==> src/rtl/hk_bus_pkg.sv <==
// Shared types and constants for the housekeeping bus arbiter.
package hk_bus_pkg;

  typedef enum logic {StIdle, StWait} hk_state_e;

  typedef logic hk_port_t;
  localparam hk_port_t PORT_A = 1'b0;
  localparam hk_port_t PORT_B = 1'b1;

  localparam int unsigned TIMEOUT_DEFAULT = 255;
  // Wide enough for the largest supported TIMEOUT (1023).
  localparam int unsigned CNT_W = 10;

endpackage

==> src/rtl/hk_bus_req_slot.sv <==
// Per-master pending slot: captures one strobed request and holds it until served.
module hk_bus_req_slot (
  input  logic        clk_i,
  input  logic        rstn_i,
  input  logic        wen,
  input  logic        ren,
  input  logic [31:0] addr,
  input  logic [31:0] wdata,
  input  logic        clear,
  output logic        pending,
  output logic        is_write,
  output logic [31:0] slot_addr,
  output logic [31:0] slot_wdata
);

  always_ff @(posedge clk_i or negedge rstn_i) begin
    if (!rstn_i) begin
      pending    <= 1'b0;
      is_write   <= 1'b0;
      slot_addr  <= '0;
      slot_wdata <= '0;
    end else if (clear) begin
      pending <= 1'b0;
    end else if ((wen || ren) && !pending) begin
      // wen wins when both strobes are high
      pending    <= 1'b1;
      is_write   <= wen;
      slot_addr  <= addr;
      slot_wdata <= wdata;
    end
  end

endmodule

==> src/rtl/hk_bus_arbiter.sv <==
// Two-master round-robin arbiter onto the housekeeping register bus, with ack timeout.
module hk_bus_arbiter import hk_bus_pkg::*; #(
  parameter int unsigned TIMEOUT = TIMEOUT_DEFAULT
) (
  input  logic        clk_i,
  input  logic        rstn_i,
  input  logic [31:0] ma_addr,
  input  logic [31:0] ma_wdata,
  input  logic        ma_wen,
  input  logic        ma_ren,
  output logic [31:0] ma_rdata,
  output logic        ma_err,
  output logic        ma_ack,
  input  logic [31:0] mb_addr,
  input  logic [31:0] mb_wdata,
  input  logic        mb_wen,
  input  logic        mb_ren,
  output logic [31:0] mb_rdata,
  output logic        mb_err,
  output logic        mb_ack,
  output logic [31:0] sys_addr,
  output logic [31:0] sys_wdata,
  output logic        sys_wen,
  output logic        sys_ren,
  input  logic [31:0] sys_rdata,
  input  logic        sys_err,
  input  logic        sys_ack
);

  logic        a_pend, a_write, b_pend, b_write, clr_a, clr_b;
  logic [31:0] a_addr, a_wdata, b_addr, b_wdata;

  hk_bus_req_slot u_slot_a (
    .clk_i      (clk_i),
    .rstn_i     (rstn_i),
    .wen        (ma_wen),
    .ren        (ma_ren),
    .addr       (ma_addr),
    .wdata      (ma_wdata),
    .clear      (clr_a),
    .pending    (a_pend),
    .is_write   (a_write),
    .slot_addr  (a_addr),
    .slot_wdata (a_wdata)
  );

  hk_bus_req_slot u_slot_b (
    .clk_i      (clk_i),
    .rstn_i     (rstn_i),
    .wen        (mb_wen),
    .ren        (mb_ren),
    .addr       (mb_addr),
    .wdata      (mb_wdata),
    .clear      (clr_b),
    .pending    (b_pend),
    .is_write   (b_write),
    .slot_addr  (b_addr),
    .slot_wdata (b_wdata)
  );

  hk_state_e        state_q, state_d;
  hk_port_t         owner_q, owner_d, last_q, last_d, grant;
  logic             is_write_q, is_write_d, done, err;
  logic [CNT_W-1:0] cnt_q, cnt_d;
  logic [31:0]      sys_addr_q, sys_addr_d, sys_wdata_q, sys_wdata_d, rdata;
  logic             sys_wen_q, sys_wen_d, sys_ren_q, sys_ren_d;
  logic             ma_ack_q, ma_ack_d, ma_err_q, ma_err_d;
  logic             mb_ack_q, mb_ack_d, mb_err_q, mb_err_d;
  logic [31:0]      ma_rdata_q, ma_rdata_d, mb_rdata_q, mb_rdata_d;

  always_comb begin
    state_d     = state_q;
    owner_d     = owner_q;
    last_d      = last_q;
    is_write_d  = is_write_q;
    cnt_d       = cnt_q;
    sys_addr_d  = sys_addr_q;
    sys_wdata_d = sys_wdata_q;
    sys_wen_d   = 1'b0;
    sys_ren_d   = 1'b0;
    ma_ack_d    = 1'b0;
    ma_err_d    = 1'b0;
    ma_rdata_d  = '0;
    mb_ack_d    = 1'b0;
    mb_err_d    = 1'b0;
    mb_rdata_d  = '0;
    clr_a       = 1'b0;
    clr_b       = 1'b0;
    grant       = PORT_A;
    done        = 1'b0;
    err         = 1'b0;
    rdata       = '0;

    unique case (state_q)
      StIdle: begin
        if (a_pend || b_pend) begin
          grant       = (a_pend && (!b_pend || last_q == PORT_B)) ? PORT_A : PORT_B;
          owner_d     = grant;
          last_d      = grant;
          is_write_d  = (grant == PORT_A) ? a_write : b_write;
          sys_addr_d  = (grant == PORT_A) ? a_addr : b_addr;
          sys_wdata_d = (grant == PORT_A) ? a_wdata : b_wdata;
          sys_wen_d   = is_write_d;
          sys_ren_d   = !is_write_d;
          cnt_d       = '0;
          state_d     = StWait;
        end
      end
      StWait: begin
        // A real ack in the final counted cycle still beats the timeout.
        if (sys_ack) begin
          done  = 1'b1;
          err   = sys_err;
          rdata = is_write_q ? 32'h0 : sys_rdata;
        end else if (cnt_q == CNT_W'(TIMEOUT - 1)) begin
          done = 1'b1;
          err  = 1'b1;
        end else begin
          cnt_d = cnt_q + CNT_W'(1);
        end
        if (done) begin
          state_d = StIdle;
          cnt_d   = '0;
          if (owner_q == PORT_A) begin
            ma_ack_d   = 1'b1;
            ma_err_d   = err;
            ma_rdata_d = rdata;
            clr_a      = 1'b1;
          end else begin
            mb_ack_d   = 1'b1;
            mb_err_d   = err;
            mb_rdata_d = rdata;
            clr_b      = 1'b1;
          end
        end
      end
      default: state_d = StIdle;
    endcase
  end

  always_ff @(posedge clk_i or negedge rstn_i) begin
    if (!rstn_i) begin
      state_q     <= StIdle;
      owner_q     <= PORT_A;
      last_q      <= PORT_B;
      is_write_q  <= 1'b0;
      cnt_q       <= '0;
      sys_addr_q  <= '0;
      sys_wdata_q <= '0;
      sys_wen_q   <= 1'b0;
      sys_ren_q   <= 1'b0;
      ma_ack_q    <= 1'b0;
      ma_err_q    <= 1'b0;
      ma_rdata_q  <= '0;
      mb_ack_q    <= 1'b0;
      mb_err_q    <= 1'b0;
      mb_rdata_q  <= '0;
    end else begin
      state_q     <= state_d;
      owner_q     <= owner_d;
      last_q      <= last_d;
      is_write_q  <= is_write_d;
      cnt_q       <= cnt_d;
      sys_addr_q  <= sys_addr_d;
      sys_wdata_q <= sys_wdata_d;
      sys_wen_q   <= sys_wen_d;
      sys_ren_q   <= sys_ren_d;
      ma_ack_q    <= ma_ack_d;
      ma_err_q    <= ma_err_d;
      ma_rdata_q  <= ma_rdata_d;
      mb_ack_q    <= mb_ack_d;
      mb_err_q    <= mb_err_d;
      mb_rdata_q  <= mb_rdata_d;
    end
  end

  assign sys_addr  = sys_addr_q;
  assign sys_wdata = sys_wdata_q;
  assign sys_wen   = sys_wen_q;
  assign sys_ren   = sys_ren_q;
  assign ma_ack    = ma_ack_q;
  assign ma_err    = ma_err_q;
  assign ma_rdata  = ma_rdata_q;
  assign mb_ack    = mb_ack_q;
  assign mb_err    = mb_err_q;
  assign mb_rdata  = mb_rdata_q;

endmodule

==> config.mk <==
export PLATFORM = sky130hd
export DESIGN_NAME = hk_bus_arbiter
export DESIGN_NICKNAME = d
export VERILOG_FILES = /design/src/rtl/hk_bus_pkg.sv /design/src/rtl/hk_bus_req_slot.sv /design/src/rtl/hk_bus_arbiter.sv
export SDC_FILE = /design/constraint.sdc
export NUM_CORES = 1
export LEC_CHECK = 0
export BUFFER_PORTS_ARGS = -buffer_cell sky130_fd_sc_hd__buf_4
export CAP_MARGIN = 10
export CORE_UTILIZATION = 45
export DETAILED_ROUTE_END_ITERATION = 8
export GPL_ROUTABILITY_DRIVEN = 0
export PLACE_DENSITY = 0.7
export SYNTH_ARGS = -nofsm -noshare
export SYNTH_HDL_FRONTEND = slang
export SYNTH_HIERARCHICAL = 1
export SYNTH_SLANG_ARGS = --single-unit
==> constraint.sdc <==
create_clock -name clk_i -period 4.1 [get_ports clk_i]
set_clock_uncertainty 0.2 [all_clocks]
set_input_delay 0 -clock clk_i [delete_from_list [all_inputs] [get_ports clk_i]]
set_output_delay 0 -clock clk_i [all_outputs]
set_load 0.05 [all_outputs]
==> metrics.yaml, run 1 <==
power_and_ir_drop:
  ir_drop_mv: 0.544
  p_per_area_mw_per_mm2: 763
  p_leak_nw: 8.32
sta:
  tightest_slew_ns: 1.01
  rsz0062_at_grt: "false"
  finalCriticalPeriod_ns: 3.34
  slew_headroom_pct: 32.4
  setup_viol: 0
  holdWs_ns: 0.0273
  drv_slew: 0
  final_hold_viol_count: 0
  fmax_mhz: 299
  setup-tns-final_ns: 0
  fin_crit_sh_pct: 81.6
final_layout:
  fillers: 1729
  area_growth_pct: 47.6
  drive_gt1_share_pct: 37.5
  final_core_util_pct: 67.7
  finalNetCount: 1471
logic_synthesis:
  syn_area_mm2: 0.0115
  synthXorXnorAreaFrac_pct: 0.0761
  yosysUniqueCellTypes: 47
  dominantRegCellSynth: "dfrtp_1"
  synth_edf_count: 0
  synthSimpleGateAreaFrac_pct: 7.85
  netlist_top_cells_area: "dfrtp_1 (61%), mux2_4 (16%), mux2i_1 (5.7%), and2_1 (3.5%), nand2_1 (2.6%)"
  synth_fa_ha_area_share_pct: 0.217
  synth_compound_area_share_pct: 4.74
  syn_area_per_cell_um2: 14.4
  synth_top_family_by_area: "multiplexers"
  synth_mux_area_share_pct: 22.3
  synth_top_area_share_pct: 60.7
  ys_ff_latch: 280
  synthTopCellsByCount: "dfrtp_1 (279), mux2_4 (120), nand2_1 (79)"
  post-synth-top-count-cell: "dfrtp_1"
  ys.warnings.count: 6
  yosys.area.top_type: "dfrtp_1"
  syn_inst: 797
  yosysSeqAreaShare_pct: 60.9
  async_reset_ff_share_pct: 100
  syn-num-nets: 967
setup_path:
  critPathBufInv: 2
  max_stage_delay_ns: 0.57
  path_max_fanout: 15
  timing_worst_setup_path_type: "flop to flop"
  rrSetupSlack_ns: 0.76
  cp_slowest_cell: "dlygate4sd3_1"
  critPathCaptureType: "flop"
  cp.arrival_ns: 3.55
  cpLargestDelayFamily: "compound AO/OA/AOI/OAI gates"
  worstPathCellList: "inv_1, ha_1, nand4b_2, nor3_1, o21ai_0, nor2_1, nor2_2, o21a_4, mux2_4, dlygate4sd3_1"
  required_ns: 4.31
  start_kind: "flop"
global_routing:
  antenna_found_initial: 1
  grt_max_degree: 108
  grt_use_total_pct: 23.7
  overflow: 0
  grt_pass1_wl_mm: 49.0
  grt_pass1_vias: 9006
detailed_routing:
  drt-total-wl_mm: 30.8
  wl_per_cell_um: 18.6
  drtIter0Drc: 428
  num_vias: 8136
  ant_nets: 0
  drtPass1Iterations: 4
  drc: 0
  viasPerCell: 4.92
placement:
  io_buffers: 301
  place_hpwl_mm: 18.2
cts:
  clk_latency_ns: 0.54
  h-tree-depth: 1
  cts_tree: "done"
  path_clk_slew_ns: 0.06
  cts_buffer_depth: 3
  cts-root-buf: "clkbuf_16"
  cts_sinks: 280
  numCtsBuffers: 30
  post_cts.repair.setup_buffers: 0
floorplan:
  die_y_um: 162
  die_x_um: 162
  die_area_mm2: 0.0262
  rows: 58
  start_util_pct: 45.8
  ios: 302
  core_area_mm2: 0.0251
run:
  drv_cap: 0
worst_hold_path:
  hold_path.class: "input port to flop"
status:
  run_status: "finished clean"
metal layers:
layer  vias up  share of wire, %  global-route usage (%)
li1       3731                 -                       -
met1      4043                42                    29.9
met2       313                48                    40.4
met3        49               7.3                    6.18
met4         0               2.1                    6.39
met5         -                 0                       0
flip-flops by register name, indices dropped and copies added, names as in the netlist, 32 cells and up:
| name | count |
|---|---|
| u_slot_b/slot_wdata | 32 |
| u_slot_a/slot_addr | 32 |
| ma_rdata | 32 |
| sys_wdata | 32 |
| u_slot_a/slot_wdata | 32 |
| mb_rdata | 32 |
| sys_addr | 32 |
| u_slot_b/slot_addr | 32 |
final cells by class:
class	instances	area (um^2)	area share (%)
flip-flops and latches	280	7010	41.3
repair buffers	514	4450	26.2
multi-input cells	470	4100	24.1
clock buffers	50	927	5.46
well taps	330	413	2.43
clock inverters	5	75.1	0.442
inverters	5	18.8	0.110
diodes	1	2.50	0.0147
stage by stage:
stage / total power [mW] / worst slack, ns / cells / cell area (um^2)
after CTS: 13.0 / 0.786 / 1654 / 17000
after global placement: 9.80 / 0.994 / 1399 / 14000
after floorplan: 8.56 / 1.62 / 797 / 11500
after global routing: 13.6 / 0.552 / 1655 / 17000
final: 13.0 / 0.755 / 1655 / 17000
after detailed placement: 9.94 / 0.889 / 1399 / 14000
where the power goes:
group          switching (mW)  internal (mW)  leakage [nW]
Clock                    1.07           1.65         0.493
Combinational            3.13           2.55          4.34
Sequential              0.671           3.88          3.49
Total                    4.87           8.09          8.32
worst paths after layout:
| check | startpoint | endpoint | cells past startpoint |
|---|---|---|---|
| min in group asynchronous | rstn_i | sys_addr[30] | 4 |
| worst min register to register | sys_wdata[29] | sys_wdata[29] | 2 |
| max in group asynchronous | rstn_i | sys_wdata[21] | 4 |
| worst max-delay path | cnt_q[0] | u_slot_a/slot_addr[2] | 10 |
| worst min-delay path | sys_rdata[21] | ma_rdata[21] | 3 |
| worst max register to register | cnt_q[0] | u_slot_a/slot_addr[2] | 10 |
cells in the final DEF (no fill, tap or decap), types with 2 or more instances in the layout:
cell / instances
nor2b_1: 2
nand3_1: 4
inv_1: 5
a211o_1: 2
mux2_4: 120
a22o_1: 2
clkbuf_1: 11
nor3_4: 2
clkinv_2: 3
bufinv_16: 2
mux2_1: 8
mux2i_1: 66
nor2_2: 3
nand4_1: 2
a21oi_1: 3
ha_1: 2
nor4_1: 2
clkbuf_16: 31
and2_1: 64
nor3_1: 6
dfrtp_1: 279
nor2_1: 7
o21a_4: 2
clkbuf_8: 8
nand2_1: 79
o21ai_0: 46
dlygate4sd3_1: 199
buf_12: 5
o21ai_1: 28
buf_4: 308
repair_timing:
action                                 4_1_cts  5_1_grt
hold buffers                               200        0
gates resized for setup                      0        0
endpoints found under the hold margin      456        0
worst reg2reg max path, cell delays in order (launching register included):
cell and delay (ns):
dfrtp_1 0.43, inv_1 0.07, ha_1 0.20, nand4b_2 0.18
nor3_1 0.08, o21ai_0 0.38, nor2_1 0.16, nor2_2 0.20
o21a_4 0.38, mux2_4 0.36, dlygate4sd3_1 0.57
kinds of logic (layout without fill, tap and decap cells):
group,Yosys count,after routing
xor+xnor,1,1
simple gates,178,178
fa+ha+maj,2,2
compound gates,94,94
other cells,0,1
flops,280,280
mux,195,195
buf+inv,47,574
(Power assumes the default switching activity.)
==> inputs of run 2 (changes only) <==
==> constraint.sdc (replaced) <==
create_clock -name clk_i -period 3.5 [get_ports clk_i]
set_clock_uncertainty 0.2 [all_clocks]
set_input_delay 0 -clock clk_i [delete_from_list [all_inputs] [get_ports clk_i]]
set_output_delay 0 -clock clk_i [all_outputs]
set_load 0.05 [all_outputs]
==> run 2 against run 1 <==
First-iteration DRC count fell by 0.47%. Design area rose by 2.3%. Worst setup slack got worse by 0.48 ns. Via count barely moved. Hold slack got worse by 0.0030 ns. Routed wire length barely moved. Flip-flop and latch count did not move. Non-clock buffer count rose by 25. Critical endpoint is now u_slot_a/slot_addr[27]. Highest routed layer unchanged.
==> metrics.yaml, run 2 (synthesis gave the netlist of run 1 again) <==
final_layout:
  finalNetCount: 1496  # +1.7%
  layout_common_cells: "buf_4 (311), dfrtp_1 (279), dlygate4sd3_1 (220)"
  final_area_mm2: 0.0174  # +2.3%
  area_growth_pct: 51.0
  final_core_util_pct: 69.2  # +1.5 points
  drive_gt1_share_pct: 37.6  # +0.092 points
  layout_commonest_cell: "buf_4"
  fillers: 1651  # -4.5%
cts:
  numCtsBuffers: 30  # unchanged
  cts_buffer_depth: 3  # unchanged
  path_clk_slew_ns: 0.06  # about the same
  h-tree-depth: 1  # unchanged
  cts_tree: "done"
  cts-root-buf: "clkbuf_16"
  clk_latency_ns: 0.55  # about the same
  cts_sinks: 280  # unchanged
detailed_routing:
  wl_per_cell_um: 18.3  # -1.6%
  drtPass1Iterations: 6  # +2
  viasPerCell: 4.84  # -1.6%
  num_vias: 8132  # -0.049%
  drc: 0  # unchanged
  drt-total-wl_mm: 30.8  # about the same
  drtIter0Drc: 426  # -0.47%
  ant_nets: 0  # unchanged
setup_path:
  start_kind: "flop"
  cp.arrival_ns: 3.45  # -0.10 ns
  cp_slowest_cell: "dlygate4sd3_1"
  critPathCaptureType: "flop"
  ff2ff_path_depth: 10  # unchanged
  rr_startpoint: "cnt_q[0]"
  max_stage_delay_ns: 0.55  # -0.02 ns
  critical_path.startpoint: "cnt_q[0]"
  rrSetupSlack_ns: 0.28  # -0.48 ns
  endpoint: "u_slot_a/slot_addr[27]"
  worstPathCellList: "inv_1, ha_1, nand4b_2, nor3_1, o21ai_1, nor2_1, nor2_2, o21a_4, mux2_1, dlygate4sd3_1"
  path_max_fanout: 16  # +1
  timing_worst_setup_path_type: "flop to flop"
  r2r_end: "u_slot_a/slot_addr[27]"
  required_ns: 3.72  # -0.59 ns
power_and_ir_drop:
  ir_drop_mv: 0.647  # +19%
  power_switching_mw: 5.78  # +19%
  clkPwrFrac_pct: 23.1  # +2.1 points
  p_comb_share_pct: 43.0  # -0.8 points
  p_seq_share_pct: 33.9  # -1.3 points
  p_per_area_mw_per_mm2: 904  # +19%
  p_int_mw: 9.93  # +23%
  swShare_pct: 36.8  # -0.78 points
  p_leak_nw: 8.52  # +2.4%
placement:
  place_hpwl_mm: 18.1  # about the same
  io_buffers: 301  # unchanged
  post-place-ws_ns: 0.496  # -0.393 ns
  placed_area_mm2: 0.0140  # +0.45%
global_routing:
  grt_pass1_vias: 8958  # -0.53%
  overflow: 0  # unchanged
  gr-usage-met1_pct: 30.8  # +0.87 points
  grtUsageMet3_pct: 5.92  # -0.26 points
  grt_max_degree: 114  # +5.6%
  grt_use_met2_pct: 38.9  # -1.5 points
  busiest_layer: "met2"
  grt_pass1_wl_mm: 48.7  # -0.62%
  antenna_found_initial: 1  # unchanged
  grt_use_total_pct: 23.5  # -0.24 points
sta:
  final_hold_viol_count: 0  # unchanged
  finalCriticalPeriod_ns: 3.22  # -0.122 ns
  rsz0062_at_grt: "false"
  slew_headroom_pct: 29.4  # -3.0 points
  setup-tns-final_ns: 0  # unchanged
  tightest_slew_ns: 1.06  # +0.0447 ns
  fmax_mhz: 310  # +3.8%
  fin_crit_sh_pct: 92.1  # +11 points
  holdWs_ns: 0.0243  # -0.00303 ns
  drv_slew: 0  # unchanged
  fin_ws_ns: 0.277  # -0.478 ns
  setup_viol: 0  # unchanged
floorplan:
  ios: 302  # unchanged
  start_util_pct: 45.8  # unchanged
  die_area_mm2: 0.0262  # unchanged
  rows: 58  # unchanged
  die_y_um: 162  # unchanged
  core_area_mm2: 0.0251  # unchanged
  die_x_um: 162  # unchanged
run:
  drv_cap: 0  # unchanged
status:
  run_status: "finished clean"
worst_hold_path:
  hold_path.class: "input port to flop"
## run 2: changes by cell type in the layout (fill, tap and decap cells not counted)
cell           delta
buf_12            +2
o21ai_1           +1
o21ai_0           -1
clkbuf_1          -6
clkbuf_8          -3
clkinv_2          +3
buf_16            -1
bufinv_16         +6
buf_4             +3
clkinv_4          +1
dlygate4sd3_1    +21
## run 2: worst max-delay path, delay by kind of cell, from the launching register on
family / cells / cell delay (ns)
AOI/OAI and AO/OA: 2 / 0.70
buffers and inverters: 2 / 0.62
and+or+nand+nor: 4 / 0.56
DFF: 1 / 0.45
muxes: 1 / 0.36
adders and majority gates: 1 / 0.21
## run 2: worst min path at each step
stage          slack (ns)                       to          start  cells after the start
4_1_cts            0.0008             mb_rdata[17]  sys_rdata[17]                      3
3_5_place_dp        -0.08              mb_rdata[0]         rstn_i                      1
5_1_grt             0.008  u_slot_b/slot_wdata[11]   mb_wdata[11]                      3
6_report             0.02  u_slot_b/slot_wdata[11]   mb_wdata[11]                      3
3_3_place_gp        -0.08              mb_rdata[0]         rstn_i                      1
2_1_floorplan       -0.50                 cnt_q[0]         rstn_i                      0
## run 2: repair_timing
item,CTS,global route
endpoints found under the setup margin,0,18
hold buffers,220,0
hold endpoints to repair,467,0
resized for setup,0,1
buffers inserted,0,0
## run 2: final cells by class
| class | instances | area (um^2) | share of cell area (%) |
|---|---|---|---|
| antenna | 1 | 2.50 | 0.0144 |
| clock inverter | 15 | 279 | 1.61 |
| sequential | 280 | 7010 | 40.3 |
| tap | 330 | 413 | 2.38 |
| timing repair buffer | 539 | 4690 | 27.0 |
| clock buffer | 41 | 863 | 4.97 |
| multi-input combinational | 470 | 4100 | 23.6 |
| inverter | 5 | 18.8 | 0.108 |
## run 2: power groups by stage
stage	combinational, mW	clock [mW]	sequential (mW)
floorplan	3.30	0	6.73
global placement	6.22	0	5.31
detailed placement	6.34	0	5.33
CTS	6.73	3.68	5.32
global route	7.16	3.82	5.48
finish	6.75	3.63	5.33
## run 2: per-stage QoR
stage	power (mW)	cells
finish	15.7	1681
CTS	15.7	1680
global route	16.5	1681
global placement	11.5	1404
detailed placement	11.7	1404
floorplan	10.0	797
## run 2: layer usage
metal / part of all wire, % / routed length, um
met5: 0 / 0
met4: 2.5 / 768
met3: 7.3 / 2260
met2: 48 / 14700
met1: 43 / 13100
==> inputs of run 3 (changes only) <==
--- a/config.mk
+++ b/config.mk
@@ -7,10 +7,11 @@
 export LEC_CHECK = 0
 export BUFFER_PORTS_ARGS = -buffer_cell sky130_fd_sc_hd__buf_4
 export CAP_MARGIN = 10
-export CORE_UTILIZATION = 45
+export CORE_UTILIZATION = 53
 export DETAILED_ROUTE_END_ITERATION = 8
 export GPL_ROUTABILITY_DRIVEN = 0
-export PLACE_DENSITY = 0.7
+export PLACE_DENSITY = 0.8
+export RECOVER_POWER = 50
 export SYNTH_ARGS = -nofsm -noshare
 export SYNTH_HDL_FRONTEND = slang
 export SYNTH_HIERARCHICAL = 1
==> run 3 against run 2 <==
The flow now finishes with violations (max-capacitance violations, max-slew violations). Total power shrank 4.9%. Final cell count is 5.5% lower. Register-to-register slack better by 0.12 ns. Highest routed layer unchanged. Global-route usage increased by 6.6 points. Routed wire length grew 6.9%. Core utilization is 7.6 points higher. First-iteration DRC count shrank 29%. Via count is 1.8% higher. Fmax up 4.0%. Non-clock buffer count is 37 lower.
==> metrics.yaml, run 3 (synthesis gave the netlist of run 1 again) <==
sta:
  drv_slew: 120  # +120
  fin_ws_ns: 0.402  # +0.125 ns
  fin_crit_sh_pct: 88.5  # -3.6 points
  rsz0062_at_grt: "false"
  finalCriticalPeriod_ns: 3.10  # -0.125 ns
  setup_viol: 0  # unchanged
  final_hold_viol_count: 0  # unchanged
  tightest_slew_ns: 2.29  # +1.23 ns
  fmax_mhz: 323  # +4.0%
  setup-tns-final_ns: 0  # unchanged
  slew_headroom_pct: -52.5  # -82 points
power_and_ir_drop:
  ir_drop_mv: 0.645  # -0.26%
  p_leak_nw: 7.69  # -9.7%
  p_per_area_mw_per_mm2: 919  # +1.6%
detailed_routing:
  drt-total-wl_mm: 33.0  # +6.9%
  ant_nets: 0  # unchanged
  viasPerCell: 5.21  # +7.7%
  wl_per_cell_um: 20.7  # +13%
  drtPass1Iterations: 4  # -2
  num_vias: 8277  # +1.8%
  drc: 0  # unchanged
  drtIter0Drc: 303  # -29%
placement:
  io_buffers: 301  # unchanged
  post-place-ws_ns: 0.501  # +0.00510 ns
  place_hpwl_mm: 18.1  # about the same
setup_path:
  ff2ff_path_depth: 10  # unchanged
  r2r_end: "u_slot_b/slot_addr[25]"
  path_max_fanout: 12  # -4
  start_kind: "flop"
  rrSetupSlack_ns: 0.40  # +0.12 ns
  timing_worst_setup_path_type: "flop to flop"
  cp.arrival_ns: 3.30  # -0.15 ns
  critPathCaptureType: "flop"
  required_ns: 3.70  # -0.02 ns
  rr_startpoint: "cnt_q[0]"
  worstPathCellList: "inv_1, ha_1, nand4b_2, nor3_1, o21ai_1, nor2_1, nor2_2, o21a_4, mux2_1, dlygate4sd3_1"
  cp_slowest_cell: "dlygate4sd3_1"
  max_stage_delay_ns: 0.58  # +0.03 ns
floorplan:
  core_area_mm2: 0.0212  # -16%
  die_y_um: 149  # -7.8%
  ios: 302  # unchanged
  rows: 53  # -8.6%
  die_x_um: 149  # -7.8%
  start_util_pct: 54.4  # +8.6 points
  die_area_mm2: 0.0223  # -15%
worst_hold_path:
  min_path_cells: 3  # unchanged
  whs_endpoint: "ma_rdata[20]"
  holdCritStartpoint: "sys_rdata[20]"
  hold_path.class: "input port to flop"
final_layout:
  drive_gt1_share_pct: 27.5  # -10 points
  final_core_util_pct: 76.8  # +7.6 points
  area_growth_pct: 41.2
  fillers: 1318  # -20%
  layout_commonest_cell: "dfrtp_1"
  layout_common_cells: "dfrtp_1 (279), dlygate4sd3_1 (187), buf_4 (171)"
  finalNetCount: 1457  # -2.6%
global_routing:
  overflow: 0  # unchanged
  grt_pass1_vias: 9361  # +4.5%
  grt_use_total_pct: 30.1  # +6.6 points
  antenna_found_initial: 5  # +4
  grt_pass1_wl_mm: 51.0  # +4.8%
  grt_max_degree: 102  # -11%
cts:
  h-tree-depth: 1  # unchanged
  cts_sinks: 280  # unchanged
  cts-root-buf: "clkbuf_16"
  post_cts.repair.setup_buffers: 0  # unchanged
  numCtsBuffers: 28  # -6.7%
  cts_buffer_depth: 3  # unchanged
  path_clk_slew_ns: 0.06  # about the same
  cts_tree: "done"
  clk_latency_ns: 0.54  # about the same
status:
  violations: "max-capacitance violations, max-slew violations"
  run_status: "complete, but fails checks"
run:
  drv_cap: 2  # +2
-- run 3: worst max-delay path by stage --
stage | from | end | slack (ns)
6_report | cnt_q[0] | u_slot_b/slot_addr[25] | 0.40
5_1_grt | rstn_i | sys_wdata[8] | 0.1
4_1_cts | cnt_q[0] | u_slot_a/slot_addr[26] | 0.27
3_5_place_dp | cnt_q[0] | u_slot_b/slot_addr[27] | 0.50
3_3_place_gp | cnt_q[0] | u_slot_b/slot_addr[28] | 0.60
2_1_floorplan | cnt_q[0] | u_slot_a/slot_addr[0] | 1.02
-- run 3: area by class of cell --
type	count	area, um^2	area share (%)
Multi-Input combinational cell	470	4080	25.1
Tap cell	275	344	2.12
Clock buffer	46	870	5.35
Inverter	5	18.8	0.116
Clock inverter	6	85.1	0.524
Antenna cell	5	12.5	0.0770
Sequential cell	280	7010	43.1
Timing Repair Buffer	502	3830	23.6
-- run 3: per-layer routing --
metal	up-vias	GRT usage (%)	routed length, um	share of wire, %
met3	77	8.41	2470	7.5
li1	3716	-	-	-
met5	-	0	0	0
met2	323	52.6	16800	51
met4	0	10.6	1060	3.2
met1	4161	35.4	12700	38
-- run 3: through the flow --
stage	hold slack (ns)	cell area (um^2)	power, mW	cells
floorplan	-0.496	11500	10.0	797
global placement	-0.102	13900	11.5	1345
CTS	0.00964	16800	15.1	1584
finish	0.0333	16200	14.9	1589
global route	0.0242	16200	15.6	1589
detailed placement	-0.103	13900	11.7	1345
-- run 3: what timing repair did --
| item | in CTS | in global routing |
|---|---|---|
| hold endpoints to repair | 490 | 0 |
| endpoints found under the setup margin | 0 | 2 |
| gates resized for setup | 0 | 1 |
| hold buffers | 187 | 0 |
-- run 3: critical path, delay by kind of cell (launching register included) --
family	cells	cell delay [ns]
buffers and inverters	2	0.65
AOI/OAI and AO/OA	2	0.59
and+or+nand+nor	4	0.51
DFF	1	0.43
muxes	1	0.37
adders and majority gates	1	0.21
-- run 3: power by group --
part | internal, mW | total, mW | leakage, nW | switching, mW
combinational | 2.65 | 6.46 | 3.74 | 3.81
sequential | 4.55 | 5.38 | 3.49 | 0.835
clock | 1.84 | 3.09 | 0.462 | 1.25
